[config.mk]
export PLATFORM = sky130hd
export DESIGN_NAME = cdu_pulse_gen
export DESIGN_NICKNAME = d
export VERILOG_FILES = /design/src/rtl/cdu_pulse_gen.sv
export SDC_FILE = /design/constraint.sdc
export NUM_CORES = 1
export LEC_CHECK = 0
export CAP_MARGIN = 20
export CORE_MARGIN = 10
export CORE_UTILIZATION = 58
export DETAILED_ROUTE_END_ITERATION = 10
export PLACE_DENSITY = 0.83
export REMOVE_ABC_BUFFERS = 1
export SLEW_MARGIN = 10
export SYNTH_ARGS = -nofsm -noshare
export SYNTH_HDL_FRONTEND = slang
export SYNTH_SLANG_ARGS = --single-unit
[constraint.sdc]
create_clock -name CLOCKH -period 7.8 [get_ports CLOCKH]
set_input_delay 0.78 -clock CLOCKH [delete_from_list [all_inputs] [get_ports CLOCKH]]
set_output_delay 0.78 -clock CLOCKH [all_outputs]
set_load 0.01 [all_outputs]
[src/rtl/cdu_pulse_gen.sv]
// CDU read-counter pulse generator: per-channel mirror angles slewed toward
// the tracking-loop angles by time-slotted +/- count pulses.
module cdu_pulse_gen #(
  parameter int unsigned NCH      = 3,
  parameter int unsigned W        = 16,
  parameter int unsigned SLOT_LEN = 4,
  parameter int unsigned PULSE_W  = 2,
  parameter int unsigned TRK_TH   = 2
) (
  input  logic             CLOCKH,
  input  logic             rst_n,
  input  logic             en,
  input  logic             zero_req,
  input  logic [NCH*W-1:0] ang_in,
  output logic [NCH-1:0]   ATpPGH,
  output logic [NCH-1:0]   ATmPGH,
  output logic [NCH*W-1:0] mirror,
  output logic [NCH-1:0]   trk
);

  localparam int unsigned SW  = (SLOT_LEN > 1) ? $clog2(SLOT_LEN) : 1;
  localparam int unsigned CHW = (NCH > 1) ? $clog2(NCH) : 1;
  localparam int unsigned TW  = (PULSE_W > 1) ? $clog2(PULSE_W) : 1;

  logic [SW-1:0]  r_sub;
  logic [CHW-1:0] r_ch;
  logic [W-1:0]   r_mirror [NCH];
  logic [TW-1:0]  r_tmr    [NCH];
  logic [NCH-1:0] r_p;
  logic [NCH-1:0] r_m;
  logic [NCH-1:0] r_trk;

  logic [W-1:0]   w_err [NCH];
  logic [W-1:0]   w_mag [NCH];
  logic [NCH-1:0] w_decide;
  logic [NCH-1:0] w_up;
  logic [NCH-1:0] w_dn;
  logic [NCH-1:0] w_trk_nxt;
  logic           w_slot_start;

  // Frame position split into owning channel and cycle-within-slot
  always_ff @(posedge CLOCKH or negedge rst_n) begin
    if (!rst_n) begin
      r_sub <= '0;
      r_ch  <= '0;
    end else if (r_sub == SW'(SLOT_LEN - 1)) begin
      r_sub <= '0;
      r_ch  <= (r_ch == CHW'(NCH - 1)) ? '0 : r_ch + CHW'(1);
    end else begin
      r_sub <= r_sub + SW'(1);
    end
  end

  assign w_slot_start = (r_sub == '0);

  // Shortest-path error; the exact half turn resolves to a plus step
  always_comb begin
    for (int i = 0; i < NCH; i++) begin
      w_err[i]     = ang_in[i*W +: W] - r_mirror[i];
      w_mag[i]     = w_err[i][W-1] ? (~w_err[i] + W'(1)) : w_err[i];
      w_trk_nxt[i] = (w_mag[i] <= W'(TRK_TH));
      w_decide[i]  = en && !zero_req && w_slot_start && (r_ch == CHW'(i));
      w_up[i]      = w_decide[i] && (w_err[i] != '0) &&
                     (!w_err[i][W-1] || (w_err[i] == {1'b1, {(W-1){1'b0}}}));
      w_dn[i]      = w_decide[i] && w_err[i][W-1] &&
                     (w_err[i] != {1'b1, {(W-1){1'b0}}});
    end
  end

  // Pulse timers and mirrors; zero_req clears everything including in-flight pulses
  always_ff @(posedge CLOCKH or negedge rst_n) begin
    if (!rst_n) begin
      r_p   <= '0;
      r_m   <= '0;
      r_trk <= '0;
      for (int i = 0; i < NCH; i++) begin
        r_mirror[i] <= '0;
        r_tmr[i]    <= '0;
      end
    end else begin
      r_trk <= w_trk_nxt;
      for (int i = 0; i < NCH; i++) begin
        if (zero_req) begin
          r_p[i]      <= 1'b0;
          r_m[i]      <= 1'b0;
          r_tmr[i]    <= '0;
          r_mirror[i] <= '0;
        end else if (w_up[i]) begin
          r_p[i]      <= 1'b1;
          r_m[i]      <= 1'b0;
          r_tmr[i]    <= TW'(PULSE_W - 1);
          r_mirror[i] <= r_mirror[i] + W'(1);
        end else if (w_dn[i]) begin
          r_p[i]      <= 1'b0;
          r_m[i]      <= 1'b1;
          r_tmr[i]    <= TW'(PULSE_W - 1);
          r_mirror[i] <= r_mirror[i] - W'(1);
        end else if (r_tmr[i] != '0) begin
          r_tmr[i]    <= r_tmr[i] - TW'(1);
        end else begin
          r_p[i]      <= 1'b0;
          r_m[i]      <= 1'b0;
        end
      end
    end
  end

  always_comb begin
    mirror = '0;
    for (int i = 0; i < NCH; i++) begin
      mirror[i*W +: W] = r_mirror[i];
    end
  end

  assign ATpPGH = r_p;
  assign ATmPGH = r_m;
  assign trk    = r_trk;

endmodule

After elaboration in Yosys (flattened, before gate mapping)
Cells that the tools add are included.

cells by class
  reductions and logical operators = 32
  mux-type cells = 47
  add/sub/neg operators = 17
  order comparisons = 3
  equal/unequal tests = 12
  bitwise gates (word level) = 3

operator list
  operator                                               number
  2-to-1 mux 16 bit                                      12
  adder 16 x 1 -> 16 bit (second input constant)         6
  == test 16 bit (second input constant)                 3
  <= comparator 16 x 2 -> 1 bit (second input constant)  3
  != test 16 bit (second input constant)                 3
  inverter 16 bit                                        3
  nonzero test 16 bit                                    3
  subtractor 16 x 1 -> 16 bit (second input constant)    3
  subtractor 16 bit                                      3
  2-to-1 mux 1 bit                                       33
  logical AND 1 bit                                      17
  != test 4 x 2 -> 1 bit (second input constant)         3
  nonzero test 3 bit                                     3
  adder 2 x 1 -> 2 bit (second input constant)           2
  == test 2 bit (second input constant)                  2
  zero test 1 bit                                        4
  zero test 2 bit                                        2
  2-to-1 mux 2 bit                                       2
  logical OR 1 bit                                       3
  subtractor 1 bit (second input constant)               3
  == test 2 x 1 -> 1 bit (second input constant)         1

storage, ports and cells
  input port bits = 52
  output and inout bits = 57
  flip-flop bits (word level) = 64
  word-level logic and storage cells = 129

Logic depth before layout (Yosys ltp)
Gate-level depths: netlist (run 1).

  word-level depth = 9
  depth in mapped cells = 25
  depth with buffers taken out = 24

Worst setup path after synthesis (run 1)
Ideal clock, no wire load.

  path kind = input to register
  start = in ang_in[16]
  end = reg r_mirror (netlist bit mirror[31])
  slack = 1.451 ns
  data required time = 7.721 ns
  cell stages on the path = 24
  path buffers = 2
  setup time = 0.079 ns
  data arrival time = 6.269 ns
  path through = inv_1 -> ha_1 -> fa_1 -> nor2b_1 -> o31a_1 -> a21oi_1 -> or4_1 -> buf_2 -> nor4_4 -> or4b_1 -> buf_2 -> xnor2_1 -> nand2_1 -> ha_1 -> a211oi_1 -> o21bai_1 -> o31ai_1 -> o21ai_0 -> or4_1 -> a41oi_1 -> o21ai_0 -> and3_1 -> nor3_1 -> mux2i_1

between the ends
  word-level cells in the longest chain between the ends = 6
  elaborated cells between the ends (all ways) = 13
  those cells by class = 1 x add/sub; 2 x eq/ne; 2 x mux; 8 x reduce/logical

ends and longest elaborated chain
  element                                                line    RTL
  start: declaration                                     14      input logic [NCH*W-1:0] ang_in,
  subtractor 16 bit *                                    59      w_err[i] = ang_in[i*W +: W] - r_mirror[i];
  == test 16 bit, or another cell as far along           64      (!w_err[i][W-1] || (w_err[i] == {1'b1, {(W-1){1'b0}}}));
  logical OR 1 bit or logical AND 1 bit (tied branches)  64, 63
  logical AND 1 bit                                      63      w_up[i] = w_decide[i] && (w_err[i] != '0) &&
  2-to-1 mux 16 bit                                      88      end else if (w_up[i]) begin
  2-to-1 mux 16 bit                                      83      if (zero_req) begin
  end signal: indexed assignment                         92      r_mirror[i] <= r_mirror[i] + W'(1);
  end signal: indexed assignment                         97      r_mirror[i] <= r_mirror[i] - W'(1);
  end: declaration                                       27      logic [W-1:0] r_mirror [NCH];

Every way passes the cells marked *; elsewhere a longest branch is shown, timed or not.
A chain may end at the register's enable or synchronous reset.

Worst setup path after layout (run 1)
Same ends and word-level chain as after synthesis.

==> impl_metrics.csv, run 1 <==
group,metric,value,unit
outcome,run_status,"complete, no violations",
synth,synth_flop_cell,"sky130_fd_sc_hd__dfrtp_1",
power,clock_power_share,0.336,
synth,yosys_warnings,0,
timing,final.setup.tns,0,ps
synth,synth_common_cells,"sky130_fd_sc_hd__ha_1 (104), sky130_fd_sc_hd__inv_1 (83), sky130_fd_sc_hd__nor2_1 (74)",
die,chipWidth,139,um
timing,drv_slew,0,
cts,cts_htree_levels,3,
synth,yosys.area.top_type_share,0.195,
finish,final_core_utilization,0.702,
route,dr_total_vias,8113,
route,avgRoutedWirePerCell,16.6,um
finish,number_of_fill_cells,1151,
synth,post_synth_inst_count,1037,
power,seqPwrFrac,0.289,
worst_setup_path,critPathKind,"in -> reg",
route,drtAntennaViolNets,0,
worst_setup_path,setup.worst_path.start_class,"input port",
route,first_pass_iteration_count_of_the_detailed_router,5,
die,io_pins,109,
die,dieHeight,139,um
run,max_cap_viol_count,0,
finish,layout.nets,1301,
global_route,grt_start_max_net_pins,65,
finish,multi_input_area,0.00618,mm^2
placement,dp_hpwl,17000,um
die,core_region_area,0.0139,mm^2
route,finalWirelength,21900,um
synth,synth.top_cells.by_area,"sky130_fd_sc_hd__dfrtp_1 (20%), sky130_fd_sc_hd__ha_1 (16%), sky130_fd_sc_hd__a21oi_1 (4.3%), sky130_fd_sc_hd__o21ai_0 (4.0%), sky130_fd_sc_hd__xnor2_1 (3.9%)",
finish,layout.area.seq,0.00160,mm^2
cts,postCtsResizedCells,0,
power,cell_internal_pwr,787,uW
cts,cts_tree,"yes",
cts,tritoncts.num_buffers,9,
power,netSwitchingFraction,0.350,
worst_setup_path,crit_required,8060,ps
cts,clkTransAtPathRegs,60,ps
synth,yosys.cell_count.top_type,"sky130_fd_sc_hd__ha_1",
cts,cts_hold_buf,0,
power,p_leak,0.00427,uW
timing,rsz0062_at_grt,"false",
timing,timing_worst_slew_pin_value,871,ps
global_route,grtUsageTotal,0.219,
worst_setup_path,regToRegSetupSlack,1140,ps
timing,timing.max_slew.rel_slack,0.419,
power,post-layout-total-power,1210,uW
worst_setup_path,arrival,7340,ps
die,initial_core_utilization,0.591,
synth,synth-edff-count,0,
finish,drive_gt1_frac,0.0428,
synth,synthesis.area_per_instance,7.92,um^2
worst_setup_path,crit_path_max_fanout,12,
placement,place.detailed.instances,1308,
cts,cts_num_sinks,64,
cts,max-clock-path-buffers,2,
synth,postSynthRegisterBits,64,
finish,diodes,0,
power,power_density,124,mW/mm^2
route,drc_errors,0,
cts,clock_latency,340,ps
cts,cts_setup_buffers,0,
power,comb_power_share,0.375,
timing,finalSetupViolCount,0,
placement,placement.io_buffers,108,
global_route,grt_pass1_wl,36700,um
global_route,grt_antenna_before_repair,0,
worst_hold_path,hold_path.class,"reg -> reg",
synth,synth-async-reset-ratio,1.00,
timing,post-route-period-util,0.907,
die,dieArea,0.0193,mm^2
synth,netlist_area_pre_place,0.00821,mm^2
timing,worst_clock_skew,8.95,ps
global_route,globalRouteOverflowTotal,0,
placement,gp_congestion,0.899,
route,vias_per_cell,6.13,
cts,cts-root-buf,"sky130_fd_sc_hd__clkbuf_16",
synth,synthDistinctLibCells,82,
synth,cell_taking_the_most_area_after_synthesis,"sky130_fd_sc_hd__dfrtp_1",
timing,fin_crit,7080,ps
synth,synth_sequential_area_ratio,0.195,
worst_setup_path,endpoint_kind,"register",
global_route,grt_pass1_vias,7862,
timing,clock.fmax,141,MHz
timing,timing.hold.ws,471,ps
power,total_switching_power,425,uW
route,drt_iter0_drc,534,
power,worst_ir_drop_vdd,0.000112,V
finish,layout-area-overhead-vs-synth,18.8,%
timing,finalHoldViolations,0,
die,fp-row-count,43,
finish,fin_cells,1324,
==> cells by family (layout without fill, tap and decap cells) <==
family                   after synthesis  count (layout)  share of synthesized area
AO/OA/AOI/OAI                        342             342                      0.287
multiplexers                           9               9                     0.0114
buffers and inverters                110             217                     0.0523
AND/OR/NAND/NOR                      330             330                      0.205
XOR/XNOR                              72              72                     0.0768
flip-flops                            64              64                      0.195
adder cells (fa/ha/maj)              110             110                      0.173
==> worst paths after layout <==
check / to / startpoint / depth (start not counted)
hold reg to reg: r_sub[0] / r_sub[0] / 1
setup reg to reg: mirror[31] / mirror[17] / 22
hold / removal: r_sub[0] / r_sub[0] / 1
min in group asynchronous: mirror[3] / rst_n / 2
max in group asynchronous: mirror[10] / rst_n / 2
setup / recovery: mirror[31] / ang_in[16] / 23
==> placed cells by master, fill, tap and decap left out, types with 7 or more instances in the layout <==
cell / n
sky130_fd_sc_hd__a211oi_1: 10
sky130_fd_sc_hd__a21o_1: 29
sky130_fd_sc_hd__a21oi_1: 71
sky130_fd_sc_hd__a31o_1: 9
sky130_fd_sc_hd__a31oi_1: 15
sky130_fd_sc_hd__and3_1: 13
sky130_fd_sc_hd__buf_4: 8
sky130_fd_sc_hd__clkbuf_16: 9
sky130_fd_sc_hd__clkdlybuf4s50_1: 107
sky130_fd_sc_hd__dfrtp_1: 64
sky130_fd_sc_hd__ha_1: 104
sky130_fd_sc_hd__inv_1: 83
sky130_fd_sc_hd__nand2_1: 66
sky130_fd_sc_hd__nand2b_1: 17
sky130_fd_sc_hd__nand3_1: 42
sky130_fd_sc_hd__nor2_1: 74
sky130_fd_sc_hd__nor2b_1: 14
sky130_fd_sc_hd__nor3_1: 38
sky130_fd_sc_hd__nor4_1: 10
sky130_fd_sc_hd__o211a_1: 7
sky130_fd_sc_hd__o211ai_1: 7
sky130_fd_sc_hd__o21a_1: 23
sky130_fd_sc_hd__o21ai_0: 65
sky130_fd_sc_hd__o22ai_1: 7
sky130_fd_sc_hd__o31a_1: 9
sky130_fd_sc_hd__o31ai_1: 25
sky130_fd_sc_hd__or3_1: 17
sky130_fd_sc_hd__or4_1: 7
sky130_fd_sc_hd__xnor2_1: 37
sky130_fd_sc_hd__xor2_1: 35
==> critical path, cell delays in order <==
cell and delay (ps):
sky130_fd_sc_hd__clkdlybuf4s50_1 450, sky130_fd_sc_hd__inv_1 60, sky130_fd_sc_hd__ha_1 200, sky130_fd_sc_hd__fa_1 400
sky130_fd_sc_hd__nor2b_1 160, sky130_fd_sc_hd__o31a_1 220, sky130_fd_sc_hd__a21oi_1 130, sky130_fd_sc_hd__or4_1 680
sky130_fd_sc_hd__nor4_4 290, sky130_fd_sc_hd__or4b_1 620, sky130_fd_sc_hd__xnor2_1 200, sky130_fd_sc_hd__nand2_1 290
sky130_fd_sc_hd__ha_1 430, sky130_fd_sc_hd__a211oi_1 240, sky130_fd_sc_hd__o21bai_1 130, sky130_fd_sc_hd__o31ai_1 310
sky130_fd_sc_hd__o21ai_0 170, sky130_fd_sc_hd__or4_1 430, sky130_fd_sc_hd__a41oi_1 290, sky130_fd_sc_hd__o21ai_0 200
sky130_fd_sc_hd__and3_1 220, sky130_fd_sc_hd__nor3_1 190, sky130_fd_sc_hd__mux2i_1 220
==> metal layers <==
metal | part of all wire | vias to the layer above | track usage
met2 | 0.48 | 213 | 0.370
met4 | 0.013 | 0 | 0.0621
met1 | 0.46 | 3806 | 0.277
met5 | 0 | - | 0
li1 | - | 4068 | -
met3 | 0.054 | 26 | 0.0411
==> area by class of cell <==
type,count,share of cell area
clock inverter,5,0.00577
inverter,85,0.0327
sequential,64,0.164
multi-input combinational,863,0.634
tap,180,0.0231
timing repair buffer,116,0.117
clock buffer,11,0.0239
==> metrics by stage <==
stage / setup slack, ps / cell area, um^2
after floorplan: 1410 / 8100
after global placement: 693 / 9460
after detailed placement: 489 / 9460
after CTS: 771 / 9750
after global routing: 221 / 9750
final: 723 / 9750
==> power by group through the flow <==
stage | Combinational [uW] | Clock (uW) | Sequential [uW]
final | 455 | 407 | 350
after CTS | 451 | 411 | 350
after detailed placement | 447 | 0 | 356
after global placement | 441 | 0 | 356
after global routing | 506 | 428 | 351
after floorplan | 319 | 0 | 356
==> flip-flops by register name, indices dropped and copies added, names as in the netlist <==
register	flops
ATmPGH	3
ATpPGH	3
mirror	48
r_ch	2
r_sub	2
r_tmr	3
trk	3
Power figures use the tool's default switching activity.
==> run 2, diff against run 1 <==
--- a/config.mk
+++ b/config.mk
@@ -6,10 +6,12 @@
 export NUM_CORES = 1
 export LEC_CHECK = 0
 export CAP_MARGIN = 20
+export CELL_PAD_IN_SITES_DETAIL_PLACEMENT = 1
+export CELL_PAD_IN_SITES_GLOBAL_PLACEMENT = 1
 export CORE_MARGIN = 10
-export CORE_UTILIZATION = 58
+export CORE_UTILIZATION = 43
 export DETAILED_ROUTE_END_ITERATION = 10
-export PLACE_DENSITY = 0.83
+export PLACE_DENSITY_LB_ADDON = 0.1
 export REMOVE_ABC_BUFFERS = 1
 export SLEW_MARGIN = 10
 export SYNTH_ARGS = -nofsm -noshare
==> impl_metrics.csv, run 2 (synthesized netlist as in run 1, its figures left out) <==
group,metric,value,unit
outcome,run_status,"complete, no violations",
finish,layout-area-overhead-vs-synth,20.0,%
global_route,grt_pass1_wl,41900,um
die,io_pins,109,
power,seqPwrFrac,0.282,
die,dieArea,0.0250,mm^2
route,drc_errors,0,
worst_setup_path,crit_path_max_fanout,10,
power,worst_ir_drop_vdd,0.0000828,V
placement,dp_hpwl,20200,um
timing,finalHoldViolations,0,
finish,layout.nets,1303,
worst_setup_path,path_delay_family,"simple AND/OR/NAND/NOR gates",
worst_setup_path,critical_path.slowest_cell,"sky130_fd_sc_hd__or4_1",
cts,cts_htree_levels,3,
placement,placement.io_buffers,108,
cts,cts_tree,"yes",
global_route,grt_start_max_net_pins,65,
cts,tritoncts.num_buffers,9,
timing,fin_crit,7100,ps
worst_setup_path,reg2regPathDepth,22,
power,post-layout-total-power,1240,uW
route,finalWirelength,25500,um
timing,final.setup.tns,0,ps
cts,clkTransAtPathRegs,60,ps
worst_setup_path,regToRegSetupSlack,1120,ps
worst_setup_path,cp_cell_sequence,"clkdlybuf4s50_1 > inv_1 > ha_1 > fa_1 > nor2b_1 > o31a_1 > a21oi_1 > or4_1 > nor4_4 > or4b_1 > xnor2_1 > nand2_1 > ha_1 > a211oi_1 > o21bai_1 > o31ai_1 > o21ai_0 > or4_1 > a41oi_1 > o21ai_0 > and3_1 > nor3_1 > mux2i_1",
timing,timing_worst_slew_pin_value,961,ps
worst_setup_path,cp_num_buf_inv,2,
worst_setup_path,setup.worst_path.start_class,"input port",
cts,clock_latency,350,ps
finish,layout.cells.most_common,"sky130_fd_sc_hd__clkdlybuf4s50_1",
worst_setup_path,arrival,7360,ps
worst_setup_path,crit-reg2reg-capture,"mirror[31]",
route,avgRoutedWirePerCell,18.5,um
route,drtAntennaViolNets,0,
run,max_cap_viol_count,0,
power,total_switching_power,445,uW
finish,layout_common_cells,"sky130_fd_sc_hd__clkdlybuf4s50_1 (107), sky130_fd_sc_hd__ha_1 (104), sky130_fd_sc_hd__inv_1 (83)",
die,dieHeight,158,um
finish,number_of_fill_cells,2334,
die,core_region_area,0.0188,mm^2
worst_hold_path,holdPathStages,1,
timing,timing.max_slew.rel_slack,0.359,
timing,drv_slew,0,
cts,cts-root-buf,"sky130_fd_sc_hd__clkbuf_16",
worst_hold_path,holdCritStartpoint,"r_sub[0]",
cts,cts_num_sinks,64,
timing,post-route-period-util,0.910,
worst_hold_path,min_delay_worst_endpoint,"r_sub[0]",
power,comb_power_share,0.377,
placement,gp_congestion,0.904,
die,chipWidth,158,um
route,dr_total_vias,8214,
global_route,grt_pass1_vias,8283,
timing,finalSetupViolCount,0,
timing,worst_clock_skew,11.0,ps
timing,clock.fmax,141,MHz
die,fp-row-count,50,
timing,rsz0062_at_grt,"false",
worst_setup_path,critical-path-max-stage-delay,680,ps
die,initial_core_utilization,0.437,
global_route,globalRouteOverflowTotal,0,
worst_setup_path,critPathKind,"in -> reg",
route,first_pass_iteration_count_of_the_detailed_router,5,
power,netSwitchingFraction,0.358,
finish,flip_flop_count_of_the_largest_register_all_copies_and_words_added,48,
worst_setup_path,r2r-start,"mirror[17]",
worst_setup_path,crit_required,8060,ps
route,vias_per_cell,5.95,
power,clock_power_share,0.342,
cts,max-clock-path-buffers,2,
global_route,grtUsageTotal,0.204,
route,drt_iter0_drc,326,
worst_hold_path,hold_path.class,"reg -> reg",
finish,diodes,0,
power,p_leak,0.00428,uW
global_route,grt_antenna_before_repair,1,
power,cell_internal_pwr,797,uW
finish,drive_gt1_frac,0.0462,
power,power_density,126,mW/mm^2
worst_setup_path,endpoint_kind,"register",
-- run 2: per-layer routing --
layer / part of all wire / global-route usage / routed length, um / vias to the layer above
met2: 0.47 / 0.340 / 12000 / 122
li1: - / - / - / 4059
met4: 0.016 / 0.0569 / 397 / 2
met1: 0.48 / 0.267 / 12200 / 4003
met5: 0.00059 / 0 / 15 / -
met3: 0.034 / 0.0326 / 859 / 28
-- run 2: per-stage QoR --
stage | instance area [um^2] | utilization | worst slack, ps | hold slack, ps | std cells
3_5_place_dp | 9550 | 0.509 | 334 | 450 | 1364
6_report | 9850 | 0.525 | 702 | 450 | 1380
5_1_grt | 9850 | 0.525 | 48.5 | 469 | 1380
3_3_place_gp | 9550 | 0.509 | 613 | 443 | 1364
2_1_floorplan | 8100 | - | 1410 | 424 | 1012
4_1_cts | 9850 | 0.525 | 660 | 458 | 1380
-- run 2: area by class of cell --
| cell class | instances | area [um^2] | area share |
|---|---|---|---|
| multi-input cells | 863 | 6180 | 0.628 |
| flip-flops and latches | 64 | 1600 | 0.163 |
| repair buffers | 118 | 1150 | 0.117 |
| inverters | 85 | 319 | 0.0324 |
| well taps | 234 | 293 | 0.0297 |
| clock buffers | 11 | 243 | 0.0246 |
| clock inverters | 5 | 56.3 | 0.00572 |
-- run 2: what timing repair did --
item / in CTS / in global routing
hold buffers: 0 / 0
setup buffers: 0 / 0
gates resized for setup: 0 / 1
endpoints found under the hold margin: 0 / 0
setup endpoints to repair: 0 / 1
-- run 2: power groups by stage --
stage | combinational [uW] | sequential (uW) | clock [uW]
finish | 468 | 350 | 424
global route | 521 | 351 | 447
CTS | 467 | 350 | 436
detailed placement | 463 | 356 | 0
global placement | 455 | 355 | 0
floorplan | 319 | 356 | 0
-- run 2: how the worst max path moves through the flow --
stage / start / to / slack (ps) / cells after the start
final: ang_in[16] / mirror[31] / 700 / 23
after global routing: ang_in[16] / mirror[31] / 50 / 23
after CTS: ang_in[32] / mirror[47] / 660 / 25
after detailed placement: ang_in[32] / mirror[47] / 330 / 25
after global placement: ang_in[32] / mirror[47] / 610 / 25
after floorplan: ang_in[16] / mirror[31] / 1410 / 22
==> run 3, diff against run 2 <==
--- a/config.mk
+++ b/config.mk
@@ -5,11 +5,11 @@
 export SDC_FILE = /design/constraint.sdc
 export NUM_CORES = 1
 export LEC_CHECK = 0
-export CAP_MARGIN = 20
+export CAP_MARGIN = 5
 export CELL_PAD_IN_SITES_DETAIL_PLACEMENT = 1
 export CELL_PAD_IN_SITES_GLOBAL_PLACEMENT = 1
 export CORE_MARGIN = 10
-export CORE_UTILIZATION = 43
+export CORE_UTILIZATION = 30
 export DETAILED_ROUTE_END_ITERATION = 10
 export PLACE_DENSITY_LB_ADDON = 0.1
 export REMOVE_ABC_BUFFERS = 1
==> impl_metrics.csv, run 3 (synthesized netlist as in run 1, its figures left out) <==
group,metric,value,unit
finish,layout-area-overhead-vs-synth,21.9,%
cts,cts_tree,"yes",
run,max_cap_viol_count,0,
route,first_pass_iteration_count_of_the_detailed_router,4,
power,worst_ir_drop_vdd,0.000113,V
timing,post-route-period-util,0.918,
timing,timing_worst_slew_pin_value,935,ps
placement,place_worst_setup_slack,351,ps
die,io_pins,109,
global_route,grt_antenna_before_repair,1,
power,power_density,128,mW/mm^2
global_route,globalRouteOverflowTotal,0,
worst_setup_path,reg2regPathDepth,23,
route,detailroute.wirelength.met3,898,um
placement,gp_congestion,0.799,
route,routedLengthMet1,13300,um
cts,clkTransAtPathRegs,60,ps
cts,cts_htree_levels,3,
finish,number_of_fill_cells,3208,
route,avgRoutedWirePerCell,18.5,um
worst_setup_path,cp-startpoint,"ang_in[32]",
die,chipWidth,185,um
worst_hold_path,hold_path.class,"reg -> reg",
cts,cts_num_sinks,64,
cts,clock_latency,350,ps
finish,drive_gt1_frac,0.0454,
die,core_region_area,0.0270,mm^2
die,dieArea,0.0344,mm^2
route,wl_met2,13000,um
global_route,grtUsageTotal,0.160,
worst_setup_path,crit_required,8030,ps
finish,layout_common_cells,"sky130_fd_sc_hd__clkdlybuf4s50_1 (107), sky130_fd_sc_hd__ha_1 (104), sky130_fd_sc_hd__inv_1 (83)",
route,drc_errors,0,
cts,tritoncts.num_buffers,9,
timing,final.setup.tns,0,ps
route,uppermost_layer_routed,"met4",
die,initial_core_utilization,0.305,
placement,dp_hpwl,22100,um
route,finalWirelength,27500,um
global_route,grt_pass1_wl,44600,um
timing,worst_slack,638,ps
worst_setup_path,arrival,7400,ps
finish,layout.nets,1302,
finish,flip_flop_count_of_the_largest_register_all_copies_and_words_added,48,
cts,cts_setup_buffers,0,
worst_setup_path,crit-reg2reg-capture,"mirror[47]",
timing,timing.max_slew.rel_slack,0.377,
timing,finalSetupViolCount,0,
timing,rsz0062_at_grt,"false",
timing,worst_clock_skew,12.8,ps
die,fp-row-count,60,
timing,drv_slew,0,
cts,postCtsResizedCells,0,
timing,finalHoldViolations,0,
route,drtAntennaViolNets,0,
worst_setup_path,critPathKind,"in -> reg",
route,drt_iter0_drc,354,
worst_setup_path,worst_setup_path_endpoint,"mirror[47]",
worst_setup_path,r2r-start,"mirror[32]",
die,dieHeight,185,um
finish,layout.cells.most_common,"sky130_fd_sc_hd__clkdlybuf4s50_1",
worst_setup_path,endpoint_kind,"register",
placement,placement.io_buffers,108,
worst_setup_path,setup.worst_path.start_class,"input port",
power,p_leak,0.00429,uW
cts,max-clock-path-buffers,2,
worst_setup_path,regToRegSetupSlack,1060,ps
route,dr_total_vias,8113,
cts,cts-root-buf,"sky130_fd_sc_hd__clkbuf_16",
worst_setup_path,crit_path_max_fanout,16,
timing,clock.fmax,140,MHz
global_route,grt_start_max_net_pins,65,
outcome,run_status,"complete, no violations",
route,vias_per_cell,5.46,
cts,cts_hold_buf,0,
timing,fin_crit,7160,ps
global_route,grt_pass1_vias,8442,
-- run 3: layout make-up --
cell class | instances | area, um^2 | area share
timing repair buffer | 117 | 1150 | 0.115
clock buffer | 10 | 239 | 0.0239
multi-input combinational | 863 | 6180 | 0.618
sequential | 64 | 1600 | 0.160
inverter | 85 | 319 | 0.0319
clock inverter | 6 | 92.6 | 0.00925
tap | 341 | 427 | 0.0426
antenna | 1 | 2.50 | 0.000250
-- run 3: layer usage --
metal,up-vias,GRT usage
met2,99,0.270
met3,16,0.0284
met1,3951,0.209
met4,0,0.0341
met5,-,0
li1,4047,-
-- run 3: stage by stage --
step	std cells	util	total power, uW	area [um^2]	hold slack (ps)
final	1487	0.371	1280	10000	455
after detailed placement	1470	0.359	830	9670	448
after floorplan	1012	-	675	8100	424
after global routing	1486	0.371	1370	10000	496
after CTS	1486	0.371	1310	10000	459
after global placement	1470	0.359	827	9670	446
-- run 3: worst max-delay path: stages --
cell and delay (ps):
sky130_fd_sc_hd__clkdlybuf4s50_1 450, sky130_fd_sc_hd__inv_1 50, sky130_fd_sc_hd__ha_1 200, sky130_fd_sc_hd__fa_1 410, sky130_fd_sc_hd__nor2b_1 280, sky130_fd_sc_hd__o31ai_1 140
sky130_fd_sc_hd__a211oi_1 410, sky130_fd_sc_hd__o21ai_0 270, sky130_fd_sc_hd__xnor2_1 230, sky130_fd_sc_hd__nor3_1 370, sky130_fd_sc_hd__and4b_1 300, sky130_fd_sc_hd__a21o_1 250
sky130_fd_sc_hd__a21oi_1 120, sky130_fd_sc_hd__inv_1 460, sky130_fd_sc_hd__ha_1 330, sky130_fd_sc_hd__a21o_1 200, sky130_fd_sc_hd__a31oi_1 210, sky130_fd_sc_hd__a21oi_1 110
sky130_fd_sc_hd__a41o_1 260, sky130_fd_sc_hd__o41ai_1 420, sky130_fd_sc_hd__o21ai_0 260, sky130_fd_sc_hd__a31oi_1 320, sky130_fd_sc_hd__o21ai_0 190, sky130_fd_sc_hd__a31oi_1 180
sky130_fd_sc_hd__o21ba_2 170
-- run 3: worst min path at each step --
stage / depth (start not counted) / to / slack [ps] / start
floorplan: 1 / r_sub[0] / 420 / r_sub[0]
global placement: 1 / r_sub[0] / 450 / r_sub[0]
detailed placement: 1 / r_sub[0] / 450 / r_sub[0]
CTS: 1 / r_sub[0] / 460 / r_sub[0]
global route: 1 / r_sub[0] / 500 / r_sub[0]
finish: 1 / r_sub[0] / 460 / r_sub[0]
-- run 3: power by group --
| group | switching (uW) | internal [uW] | total, uW | leakage (uW) |
|---|---|---|---|---|
| Clock | 173 | 290 | 463 | 0.000155 |
| Sequential | 11.1 | 339 | 350 | 0.000871 |
| Combinational | 270 | 202 | 471 | 0.00326 |
| Total | 454 | 831 | 1280 | 0.00429 |
